--- config.mk ---
export PLATFORM = sky130hd
export DESIGN_NAME = cache_refill_ctrl
export DESIGN_NICKNAME = d
export VERILOG_FILES = /design/src/rtl/cache_pkg.sv /design/src/rtl/cache_victim_ptr.sv /design/src/rtl/cache_refill_ctrl.sv
export SDC_FILE = /design/constraint.sdc
export NUM_CORES = 1
export LEC_CHECK = 0
export CAP_MARGIN = 20
export CORE_MARGIN = 5
export CORE_UTILIZATION = 42
export CTS_CLUSTER_DIAMETER = 40
export DETAILED_ROUTE_END_ITERATION = 7
export PLACE_DENSITY_LB_ADDON = 0.08
export SLEW_MARGIN = 20
export SYNTH_ARGS = -nofsm -noshare
export SYNTH_HDL_FRONTEND = slang
export SYNTH_SLANG_ARGS = --single-unit
--- constraint.sdc ---
create_clock -name clk -period 4.32 [get_ports clk]
set_clock_uncertainty 0.05 [all_clocks]
set_input_delay 0.864 -clock clk [delete_from_list [all_inputs] [get_ports clk]]
set_output_delay 0.864 -clock clk [all_outputs]
set_load 0.005 [all_outputs]
--- src/rtl/cache_pkg.sv ---
// Shared types, widths and address helpers for the
// set-associative read cache refill controller.
package cache_pkg;

  localparam int LINE_SIZE   = 32;
  localparam int ASSOC       = 2;
  localparam int INDEX_DEPTH = 4;
  localparam int OFFSET_SIZE = 2;
  localparam int TAG_SIZE    =
    LINE_SIZE - INDEX_DEPTH - OFFSET_SIZE - 2;

  localparam int NUM_WAYS  = 1 << ASSOC;
  localparam int NUM_SETS  = 1 << INDEX_DEPTH;
  localparam int NUM_WORDS = 1 << OFFSET_SIZE;

  typedef logic [LINE_SIZE-1:0]   word_t;
  typedef logic [TAG_SIZE-1:0]    tag_t;
  typedef logic [INDEX_DEPTH-1:0] index_t;
  typedef logic [OFFSET_SIZE-1:0] offset_t;
  typedef logic [ASSOC-1:0]       way_t;

  typedef enum logic [2:0] {
    FLUSH,
    IDLE,
    LOOKUP,
    REFILL,
    UPDATE
  } state_e;

  function automatic index_t addr_index(word_t a);
    return a[2+OFFSET_SIZE +: INDEX_DEPTH];
  endfunction

  function automatic tag_t addr_tag(word_t a);
    return a[LINE_SIZE-1 -: TAG_SIZE];
  endfunction

  function automatic word_t word_addr(
    tag_t t, index_t i, offset_t o
  );
    return {t, i, o, 2'b00};
  endfunction

endpackage

--- src/rtl/cache_victim_ptr.sv ---
// Per-set round-robin victim way counters.
// Advancing bumps only the counter of the selected set.
module cache_victim_ptr
  import cache_pkg::*;
(
  input  logic   clk,
  input  logic   reset,
  input  index_t index,
  input  logic   advance,
  output way_t   victim
);

  way_t ptr_q [NUM_SETS];
  way_t ptr_d [NUM_SETS];

  always_comb begin
    ptr_d = ptr_q;
    if (advance) begin
      ptr_d[index] = way_t'(ptr_q[index] + 1'b1);
    end
  end

  always_ff @(posedge clk) begin
    if (reset) begin
      ptr_q <= '{default: '0};
    end else begin
      ptr_q <= ptr_d;
    end
  end

  assign victim = ptr_q[index];

endmodule

--- src/rtl/cache_refill_ctrl.sv ---
// Lookup/refill sequencer for the read cache: flushes valid
// bits, fills a whole line on miss, installs tag/valid.
module cache_refill_ctrl
  import cache_pkg::*;
(
  input  logic                   clk,
  input  logic                   reset,
  input  logic                   cpu_read,
  input  logic [LINE_SIZE-1:0]   address,
  output logic                   busywait,
  input  logic                   hit,
  output logic [INDEX_DEPTH-1:0] arr_index,
  output logic [ASSOC-1:0]       arr_way,
  output logic [OFFSET_SIZE-1:0] arr_offset,
  output logic                   arr_we,
  output logic [LINE_SIZE-1:0]   arr_wdata,
  output logic                   tag_we,
  output logic                   valid_we,
  output logic                   valid_wdata,
  output logic                   valid_clr,
  output logic                   mem_read,
  output logic [LINE_SIZE-1:0]   mem_address,
  input  logic [LINE_SIZE-1:0]   mem_readdata,
  input  logic                   mem_busywait
);

  state_e  state_q, state_d;
  index_t  flush_cnt_q, flush_cnt_d;
  offset_t word_cnt_q, word_cnt_d;
  way_t    victim_q, victim_d;
  way_t    victim;
  logic    advance;
  index_t  cur_index;
  tag_t    cur_tag;

  assign cur_index = addr_index(address);
  assign cur_tag   = addr_tag(address);

  cache_victim_ptr u_victim (
    .clk     (clk),
    .reset   (reset),
    .index   (cur_index),
    .advance (advance),
    .victim  (victim)
  );

  always_comb begin
    state_d     = state_q;
    flush_cnt_d = flush_cnt_q;
    word_cnt_d  = word_cnt_q;
    victim_d    = victim_q;
    arr_index   = cur_index;
    arr_way     = '0;
    arr_offset  = '0;
    arr_we      = 1'b0;
    arr_wdata   = '0;
    tag_we      = 1'b0;
    valid_we    = 1'b0;
    valid_wdata = 1'b0;
    valid_clr   = 1'b0;
    mem_read    = 1'b0;
    mem_address = '0;
    advance     = 1'b0;

    unique case (state_q)
      FLUSH: begin
        valid_clr   = 1'b1;
        arr_index   = flush_cnt_q;
        flush_cnt_d = index_t'(flush_cnt_q + 1'b1);
        if (flush_cnt_q == index_t'(NUM_SETS - 1)) begin
          state_d = IDLE;
        end
      end
      IDLE: begin
        if (cpu_read) begin
          state_d = LOOKUP;
        end
      end
      LOOKUP: begin
        if (hit) begin
          state_d = IDLE;
        end else begin
          victim_d   = victim;
          word_cnt_d = '0;
          state_d    = REFILL;
        end
      end
      REFILL: begin
        mem_read    = 1'b1;
        mem_address =
          word_addr(cur_tag, cur_index, word_cnt_q);
        if (!mem_busywait) begin
          arr_we     = 1'b1;
          arr_way    = victim_q;
          arr_offset = word_cnt_q;
          arr_wdata  = mem_readdata;
          word_cnt_d = offset_t'(word_cnt_q + 1'b1);
          if (word_cnt_q == offset_t'(NUM_WORDS - 1)) begin
            state_d = UPDATE;
          end
        end
      end
      UPDATE: begin
        tag_we      = 1'b1;
        valid_we    = 1'b1;
        valid_wdata = 1'b1;
        arr_way     = victim_q;
        advance     = 1'b1;
        state_d     = LOOKUP;
      end
      default: begin
        state_d = FLUSH;
      end
    endcase

    // Reset kills array/memory activity in the same cycle.
    if (reset) begin
      arr_we    = 1'b0;
      tag_we    = 1'b0;
      valid_we  = 1'b0;
      valid_clr = 1'b0;
      mem_read  = 1'b0;
      advance   = 1'b0;
    end
  end

  always_ff @(posedge clk) begin
    if (reset) begin
      state_q     <= FLUSH;
      flush_cnt_q <= '0;
      word_cnt_q  <= '0;
      victim_q    <= '0;
    end else begin
      state_q     <= state_d;
      flush_cnt_q <= flush_cnt_d;
      word_cnt_q  <= word_cnt_d;
      victim_q    <= victim_d;
    end
  end

  assign busywait = (state_q == FLUSH) |
    (cpu_read & ~((state_q == LOOKUP) & hit));

endmodule

==> results of run 1 <==
worst max-delay path: stages:
cell and delay, ns:
clkdlybuf4s50_1 0.41, or4b_1 0.46, buf_4 0.21, inv_1 0.12, clkdlybuf4s50_1 0.53
worst paths after layout:
| path | endpoint | slack (ns) | cells after the start |
|---|---|---|---|
| hold / removal | u_victim.ptr_q[0] | 0.42 | 2 |
| setup reg to reg | u_victim.ptr_q[12] | 2.00 | 5 |
| setup / recovery | tag_we | 0.80 | 5 |
| hold reg to reg | u_victim.ptr_q[0] | 0.42 | 2 |
power by group through the flow:
| stage | registers (mW) | logic [mW] | clock network [mW] |
|---|---|---|---|
| global placement | 0.410 | 0.105 | 0 |
| floorplan | 0.410 | 0.0361 | 0 |
| finish | 0.401 | 0.107 | 0.324 |
| global route | 0.402 | 0.115 | 0.349 |
| CTS | 0.401 | 0.107 | 0.330 |
| detailed placement | 0.411 | 0.107 | 0 |
sequential cells by signal, indices dropped and copies added, names as in the netlist:
name and count:
state_q 3, flush_cnt_q 4, word_cnt_q 2, u_victim.ptr_q 32
victim_q 2
kinds of logic (layout without fill, tap and decap cells):
family          after synthesis  count (layout)  share of synthesized area (%)
other cells                   1               2                          0.139
xor+xnor                      7               7                           2.27
compound gates               53              53                           13.6
flops                        43              43                           31.9
fa+ha+maj                     2               2                          0.927
simple gates                147             147                           32.1
mux                          20              20                           13.4
buf+inv                      31             160                           5.66
through the flow:
stage	hold WS (ns)	power [mW]	utilization [%]	worst slack, ns	instances
final	0.423	0.832	67.3	0.796	511
after floorplan	0.394	0.446	-	1.68	305
after global routing	0.463	0.865	67.3	0.720	511
after CTS	0.431	0.838	67.3	0.785	511
after global placement	0.405	0.516	65.5	0.803	503
after detailed placement	0.418	0.517	65.5	0.792	503
final cells by class:
type / count / area (sq um) / area share (%)
clock inverters: 2 / 35.0 / 0.824
repair buffers: 150 / 1480 / 34.8
well taps: 77 / 96.3 / 2.27
multi-input cells: 231 / 1690 / 39.7
inverters: 2 / 7.51 / 0.177
clock buffers: 6 / 82.6 / 1.94
flip-flops and latches: 43 / 861 / 20.3
metal layers:
metal  vias to the layer above  GRT usage, %
met1                      1176          24.8
met3                         7          4.92
met4                         0          4.22
met2                        90          35.7
met5                         -             0
li1                       1331             -
cell usage in the layout (no fill, tap or decap), drive strengths merged, types with 9 or more instances in the layout:
master and n:
clkdlybuf4s50 141, and2 64, dfxtp 43, nor2 28, a211oi 23, nand2 16, a21oi 16, mux2i 10
buf 9
==> metrics.md, run 1 <==
| Metric | Value |
|---|---|
| Outcome | `finished, final reports clean` |
| Worst VDD drop | `a little over 200 uV` |
| Highest routed metal layer | `met4` |
| Post-CTS setup repair buffer count | `0` |
| Met2 wire length | `roughly 4300 um` |
| Switching part of the total | `a little over a fifth` |
| Int Power | `between 0.6 and 0.7 mW` |
| Post-synth EDFFs | `0` |
| Area Overhead vs Synth | `57.5%` |
| Post-DP HPWL | `~6700 um` |
| PD cells | `between 150 and 200 nW/um^2` |
| Hold Vio Cnt, Final | `0` |
| Clk_lat worst skew | `0.30 ns` |
| RSZ-0062 raised after global routing | `false` |
| Endpoints failing setup | `0` |
| Drt pass-1 iters | `4` |
| Total CTS buffers | `5` |
| Synth async-reset ratio | `0%` |
| Residual DRC | `0` |
| Cell area after synthesis | `2700 sq um` |
| Pin count of the biggest net entering global routing | `47` |
| Placed Area | `between 4000 and 5000 sq um` |
| Initial DRC count | `104` |
| Setup TNS | `0 ns` |
| Root Buffer | `clkbuf_8` |
| Post-synthesis average cell area | `slightly below 9 sq um` |
| Dominant synthesized flop cell | `dfxtp_1` |
| DR vias | `about 2600` |
| Final WL | `~8500 um` |
| Post-cts resize count | `0` |
| CP Max Fanout | `10` |
| Die area | `about 8100 sq um` |
| Drt via density | `5.10` |
| Period minus WS final | `between 3 and 4 ns` |
| ANT nets after route | `0` |
| Cell accounting for the most synthesized area | `dfxtp_1` |
| Hold_buf cts | `0` |
| RR Startpoint | `state_q[2]` |
| CTS Sinks | `43` |
| Max Cap Viol | `0` |
| # IOs | `148` |
| Vias in the first global route | `2416` |
| Seq pwr share | `48.2%` |
| Gr usage total | `about a fifth` |
| Critical Path RT | `3.41 ns` |
| Sequential area share after synthesis | `about a third` |
| Combinational power share | `between 10% and 20%` |
| Synth top cells by count | `and2_1 (64), dfxtp_1 (43), nor2_1 (28), a211oi_1 (23), clkbuf_1 (17)` |
| CTS tree | `done` |
| # rows | `29` |
| Clk pwr share | `38.9%` |
| Synth Register Bits | `between 40 and 50` |
| Crit Path Class | `primary input to output pin` |
| CP Capture Type | `output pin` |
| Port Buffers | `~140` |
| Crit share post-route | `a little over 80%` |
| Worst setup SP type | `primary input` |
| First-pass GRT wire length | `between 10000 and 15000 um` |
| Relative max-transition margin | `between 30% and 40%` |
| Initial antenna violation count | `0` |
| Syn Inst Count | `304` |
| Die outline width | `around 90 um` |
| Worst EP arrival | `around 2.6 ns` |
| Design area | `~4300 sq um` |
| Leakage | `~1.5 nW` |
| Worst-Margin Slew | `slightly above 0.9 ns` |
| Clock transition at the registers of the reported paths | `roughly 0.07 ns` |
| HP Class | `flip-flop to flip-flop` |
| Gpl congestion | `a little over 0.8` |
| Hold wc startpoint | `u_victim.ptr_q[0]` |
| ANT cells | `0` |
| Syn. warnings | `0` |
| WL met1 | `~3600 um` |
| Starting density of the core | `between 40 and 50%` |
| Total global routing overflow | `0` |
| DR WL met3 | `568 um` |
| Psw | `0.177 mW` |
| Core ar. | `~6300 sq um` |
| Yosys cell types | `43` |
| Critical path origin | `reset` |
| Final slew viol count | `0` |
| Layout fillers | `510` |
| Layout cells sized above 1 | `under 10%` |
| Synth top area share | `around a third` |
| Area contributors post-synth | `dfxtp_1 (32%), and2_1 (15%), mux4_1 (7.8%), a211oi_1 (6.4%), nor2_1 (3.9%)` |
| Die Height | `90.2 um` |
| Nets@finish | `504` |
| H-tree Lvls | `2` |
| Fmax | `~280 MHz` |
| Max clock buf depth | `2` |
| DR WL/cell | `~17 um` |
| Most frequent cell after synthesis | `and2_1` |
Note: power is estimated with default switching activity, not from simulation.
==> run 2: changes to the inputs <==
--- a/config.mk
+++ b/config.mk
@@ -7,7 +7,7 @@
 export LEC_CHECK = 0
 export CAP_MARGIN = 20
 export CORE_MARGIN = 5
-export CORE_UTILIZATION = 42
+export CORE_UTILIZATION = 39
 export CTS_CLUSTER_DIAMETER = 40
 export DETAILED_ROUTE_END_ITERATION = 7
 export PLACE_DENSITY_LB_ADDON = 0.08
==> constraint.sdc (replaced) <==
create_clock -name clk -period 3.3 [get_ports clk]
set_clock_uncertainty 0.05 [all_clocks]
set_input_delay 0.66 -clock clk [delete_from_list [all_inputs] [get_ports clk]]
set_output_delay 0.66 -clock clk [all_outputs]
set_load 0.005 [all_outputs]
==> run 2 against run 1 <==
First-iteration DRC count shrank 13%. Die area grew 6.8%. Combinational power grew 31%. Highest routed layer unchanged. Hold slack lost 0.0015 ns. Sequential cell count is the same. Sequential share of layout area shrank 0.22 points. Cell area grew 1.1%. Critical path type unchanged. Sequential power grew 31%.
==> metrics.md, run 2 (synthesis gave the netlist of run 1 again) <==
| Metric | Value |
|---|---|
| First-pass GRT wire length | `approximately 13000 um` |
| Crit share post-route | `approximately nine tenths` |
| Critical Path RT | `between 2 and 3 ns` |
| PD cells | `between 200 and 250 nW/um^2` |
| Worst EP arrival | `2.29 ns` |
| Setup TNS | `0 ns` |
| Total CTS buffers | `5` |
| Clk_lat worst skew | `0.30 ns` |
| Die area | `about 8700 sq um` |
| ANT cells | `0` |
| Clk pwr share | `a little under two fifths` |
| Final slew viol count | `0` |
| CP Max Fanout | `4` |
| Total global routing overflow | `0` |
| Psw | `about 0.23 mW` |
| Initial DRC count | `a little over 90` |
| Core ar. | `6760 sq um` |
| Outcome | `finished, final reports clean` |
| Final WL | `about 8400 um` |
| Max FFs per register | `32` |
| ANT nets after route | `0` |
| Drt via density | `roughly 5.1` |
| Post-cts resize count | `0` |
| Period minus WS final | `around 3 ns` |
| Max clock buf depth | `2` |
| Die outline width | `roughly 93 um` |
| Fmax | `between 300 and 400 MHz` |
| Post-DP HPWL | `about 6700 um` |
| Pin count of the biggest net entering global routing | `47` |
| Nets@finish | `510` |
| # rows | `30` |
| Post-layout util | `63.6%` |
| Worst Slack Setup Final | `roughly 0.3 ns` |
| Endpoints failing setup | `0` |
| Total Power | `~1.1 mW` |
| Max Cap Viol | `0` |
| Starting density of the core | `approximately two fifths` |
| Worst VDD drop | `approximately 340 uV` |
| HP Class | `flip-flop to flip-flop` |
| Root Buffer | `clkbuf_8` |
| Post-CTS setup repair buffer count | `0` |
| Largest registers | `u_victim.ptr_q: 32 flops, flush_cnt_q: 4 flops, state_q: 3 flops` |
| Residual DRC | `0` |
| Clock transition at the registers of the reported paths | `approximately 0.070 ns` |
| Die Height | `93.2 um` |
| Layout cells sized above 1 | `7.29%` |
| DR WL/cell | `~16 um` |
| Worst-Margin Slew | `between 0.6 and 0.7 ns` |
| Hold Vio Cnt, Final | `0` |
| Hold_buf cts | `0` |
| CP Capture Type | `output pin` |
| Combinational power share | `between 10% and 20%` |
| Setup slack after placement | `0.304 ns` |
| # IOs | `around 150` |
| H-tree Lvls | `2` |
| Port Buffers | `~140` |
| Leakage | `between 1.5 and 2 nW` |
| Most frequent cells in the layout | `clkdlybuf4s50_1 (141), and2_1 (64), dfxtp_1 (43)` |
| Seq pwr share | `approximately half` |
| DR vias | `about 2600` |
| RSZ-0062 raised after global routing | `false` |
| Worst setup SP type | `primary input` |
| Area Overhead vs Synth | `59.2%` |
| Switching part of the total | `21.3%` |
| Drt pass-1 iters | `5` |
| Crit Path Class | `primary input to output pin` |
| Relative max-transition margin | `about 54%` |
| Int Power | `0.836 mW` |
| Gpl congestion | `0.782` |
| CTS Sinks | `43` |
| Initial antenna violation count | `0` |
| CTS tree | `done` |
| Gr usage total | `roughly a fifth` |
| Vias in the first global route | `between 2000 and 2500` |
| Reg with most FFs | `u_victim.ptr_q` |
| Commonest non-fill, non-tap cell in the layout | `clkdlybuf4s50_1` |
[run 2: cell type report]
cell class              count  area, sq um
clock buffers               6         72.6
clock inverters             1         30.0
fillers                   587         2460
inverters                   2         7.51
multi-input cells         231         1690
flip-flops and latches     43          861
well taps                  80          100
repair buffers            156         1540
[run 2: worst max-delay path, cell delays in order]
cell,delay [ns]
clkdlybuf4s50_1,0.42
or4b_1,0.53
inv_1,0.16
clkdlybuf4s50_1,0.52
[run 2: routing by layer]
layer  up-vias  global-route usage, %  part of all wire (%)  routed length [um]
met5         -                      0                     0                   0
met3        10                   4.59                   7.0                 586
met1      1187                   23.3                    43                3570
met4         0                   5.74                   1.8                 148
li1       1342                      -                     -                   -
met2       101                   32.5                    49                4060
[run 2: through the flow]
step	hold slack, ns	instances	area (sq um)
floorplan	0.394	305	2700
global placement	0.407	512	4190
detailed placement	0.410	512	4190
CTS	0.426	519	4300
global route	0.441	519	4300
finish	0.421	519	4300
[run 2: worst paths after layout]
check	from	end	slack [ns]	cells past startpoint
worst max register to register	state_q[2]	u_victim.ptr_q[26]	1.01	5
worst min-delay path	u_victim.ptr_q[6]	u_victim.ptr_q[6]	0.42	2
worst max-delay path	reset	tag_we	0.30	4
worst min register to register	u_victim.ptr_q[6]	u_victim.ptr_q[6]	0.42	2
[run 2: power by group through the flow]
stage | registers, mW | logic (mW) | clock network, mW
after floorplan | 0.537 | 0.0473 | 0
after global placement | 0.537 | 0.139 | 0
after detailed placement | 0.537 | 0.141 | 0
after CTS | 0.525 | 0.141 | 0.403
after global routing | 0.526 | 0.151 | 0.433
final | 0.525 | 0.140 | 0.398
==> run 3: changes to the inputs <==
==> constraint.sdc (replaced) <==
create_clock -name clk -period 3.3 [get_ports clk]
set_clock_uncertainty 0.05 [all_clocks]
set_input_delay 0.66 -clock clk [delete_from_list [all_inputs] [get_ports clk]]
set_output_delay 0.66 -clock clk [all_outputs]
set_load 0.05 [all_outputs]
==> run 3 against run 2 <==
Sequential cell count unchanged. Clock-buffer cell count unchanged. Die area unchanged. Non-clock buffer count up 3. Clock power up 9.5%. Maximum frequency down 2.0%. Via count up 1.7%. Sequential share of layout area down 2.0 points. Combinational power up 20%. First-iteration DRC count up 9.9%. Critical endpoint is now mem_address[23]. Largest cell class is now buffers. Largest power group unchanged. Highest routed layer unchanged.
==> metrics.md, run 3 (synthesis gave the netlist of run 1 again) <==
| Metric | Value |
|---|---|
| Post-CTS setup repair buffer count | `0` |
| RR Endpoint | `u_victim.ptr_q[8]` |
| Root Buffer | `clkbuf_8` |
| Starting density of the core | `39.9%` |
| Port Buffers | `about 140` |
| # rows | `30` |
| WHS Path Cells | `2` |
| Vias in the first global route | `between 2000 and 2500` |
| Initial DRC count | `100` |
| Reg2Reg Depth | `7` |
| Endpoints failing setup | `0` |
| PD cells | `approximately 240 nW/um^2` |
| RSZ-0062 raised after global routing | `false` |
| CTS Sinks | `43` |
| Total global routing overflow | `0` |
| Area Overhead vs Synth | `76.9%` |
| Drt pass-1 iters | `4` |
| Hold_buf cts | `0` |
| Reg2Reg Setup Slack | `1.07 ns` |
| HP Class | `flip-flop to flip-flop` |
| Crit Path Class | `flip-flop to output pin` |
| RR Startpoint | `state_q[0]` |
| Final WL | `approximately 9000 um` |
| Max Cap Viol | `0` |
| Critical Path RT | `2.59 ns` |
| Gpl congestion | `roughly 0.8` |
| Clock transition at the registers of the reported paths | `around 0.090 ns` |
| Final slew viol count | `0` |
| # IOs | `between 100 and 150` |
| DR vias | `2684` |
| Worst setup SP type | `flip-flop` |
| ANT nets after route | `0` |
| Most frequent cells in the layout | `clkdlybuf4s50_1 (78), and2_1 (64), buf_12 (48)` |
| Placed cells | `515` |
| Layout cells sized above 1 | `a little under a quarter` |
| Hold Vio Cnt, Final | `0` |
| Reg with most FFs | `u_victim.ptr_q` |
| Setup TNS | `0 ns` |
| Crit share post-route | `around 93%` |
| First-pass GRT wire length | `between 10000 and 15000 um` |
| Die Height | `around 93 um` |
| Post-layout util | `a little over two thirds` |
| Worst VDD drop | `between 300 and 400 uV` |
| Core ar. | `a little under 7000 sq um` |
| Period minus WS final | `3.06 ns` |
| Outcome | `finished, final reports clean` |
| Relative max-transition margin | `between 40% and 50%` |
| H-tree Lvls | `2` |
| Post-DP HPWL | `~7300 um` |
| Setup slack after placement | `about 0.34 ns` |
| Nets@finish | `slightly above 500` |
| CTS tree | `done` |
| Hold wc startpoint | `u_victim.ptr_q[0]` |
| DR WL/cell | `roughly 17 um` |
| Drt via density | `between 5 and 6` |
| Worst Slack Setup Final | `about 0.24 ns` |
| Fin cells | `523` |
| Worst EP arrival | `~2.4 ns` |
| Fmax | `327 MHz` |
| Max clock buf depth | `2` |
| ANT cells | `0` |
| Total Power | `~1.1 mW` |
| Residual DRC | `0` |
| Gr usage total | `~20%` |
| Post-cts resize count | `0` |
| Initial antenna violation count | `0` |
| Clk_lat worst skew | `approximately 0.29 ns` |
| CP Capture Type | `output pin` |
| Total CTS buffers | `5` |
| Leakage | `approximately 1.8 nW` |
| Die outline width | `about 93 um` |
| Die area | `~8700 sq um` |
| Max FFs per register | `32` |
| CP Max Fanout | `21` |
| Worst-Margin Slew | `slightly below 0.9 ns` |
| Commonest non-fill, non-tap cell in the layout | `clkdlybuf4s50_1` |
| Hold path endpoint | `u_victim.ptr_q[0]` |
| Largest registers | `u_victim.ptr_q: 32 flops, flush_cnt_q: 4 flops, state_q: 3 flops` |
| Pin count of the biggest net entering global routing | `between 40 and 50` |
[run 3: report_power, final]
group / total (mW) / switching [mW] / leakage (nW) / internal (mW)
combinational: 0.168 / 0.0681 / 1.43 / 0.100
sequential: 0.525 / 0.00341 / 0.347 / 0.522
clock: 0.436 / 0.187 / 0.0618 / 0.249
total: 1.13 / 0.258 / 1.84 / 0.871
[run 3: metrics by stage]
step           cell area [sq um]  hold slack, ns
3_5_place_dp                4650           0.419
4_1_cts                     4770           0.433
2_1_floorplan               2710           0.394
5_1_grt                     4770           0.464
3_3_place_gp                4650           0.407
6_report                    4770           0.425
[run 3: worst max-delay path, stage by stage (launching register included)]
cell and delay [ns]:
dfxtp_1 0.53, and3b_1 0.52, and2_1 0.20, clkdlybuf4s50_1 0.80
[run 3: worst max-delay path by stage]
stage,startpoint,endpoint,slack [ns],cells past startpoint
2_1_floorplan,state_q[2],arr_way[0],0.39,4
3_5_place_dp,address[7],u_victim.ptr_q[23],0.34,5
4_1_cts,state_q[1],mem_address[23],0.21,3
6_report,state_q[1],mem_address[23],0.24,3
5_1_grt,state_q[1],mem_address[17],0.06,3
3_3_place_gp,address[7],u_victim.ptr_q[15],0.41,5
[run 3: layout make-up]
class | count | area (sq um)
repair buffers | 159 | 1990
fillers | 513 | 1980
multi-input cells | 231 | 1690
flip-flops and latches | 43 | 861
well taps | 80 | 100
clock buffers | 6 | 82.6
clock inverters | 2 | 38.8
inverters | 2 | 7.51
[run 3: per-layer routing]
layer	track usage (%)	share of wire (%)	wire length [um]	up-vias
met1	23.8	41	3660	1239
li1	-	-	-	1343
met5	0	0	0	-
met2	36.0	51	4600	95
met3	4.51	7.1	639	7
met4	4.15	1.1	101	0
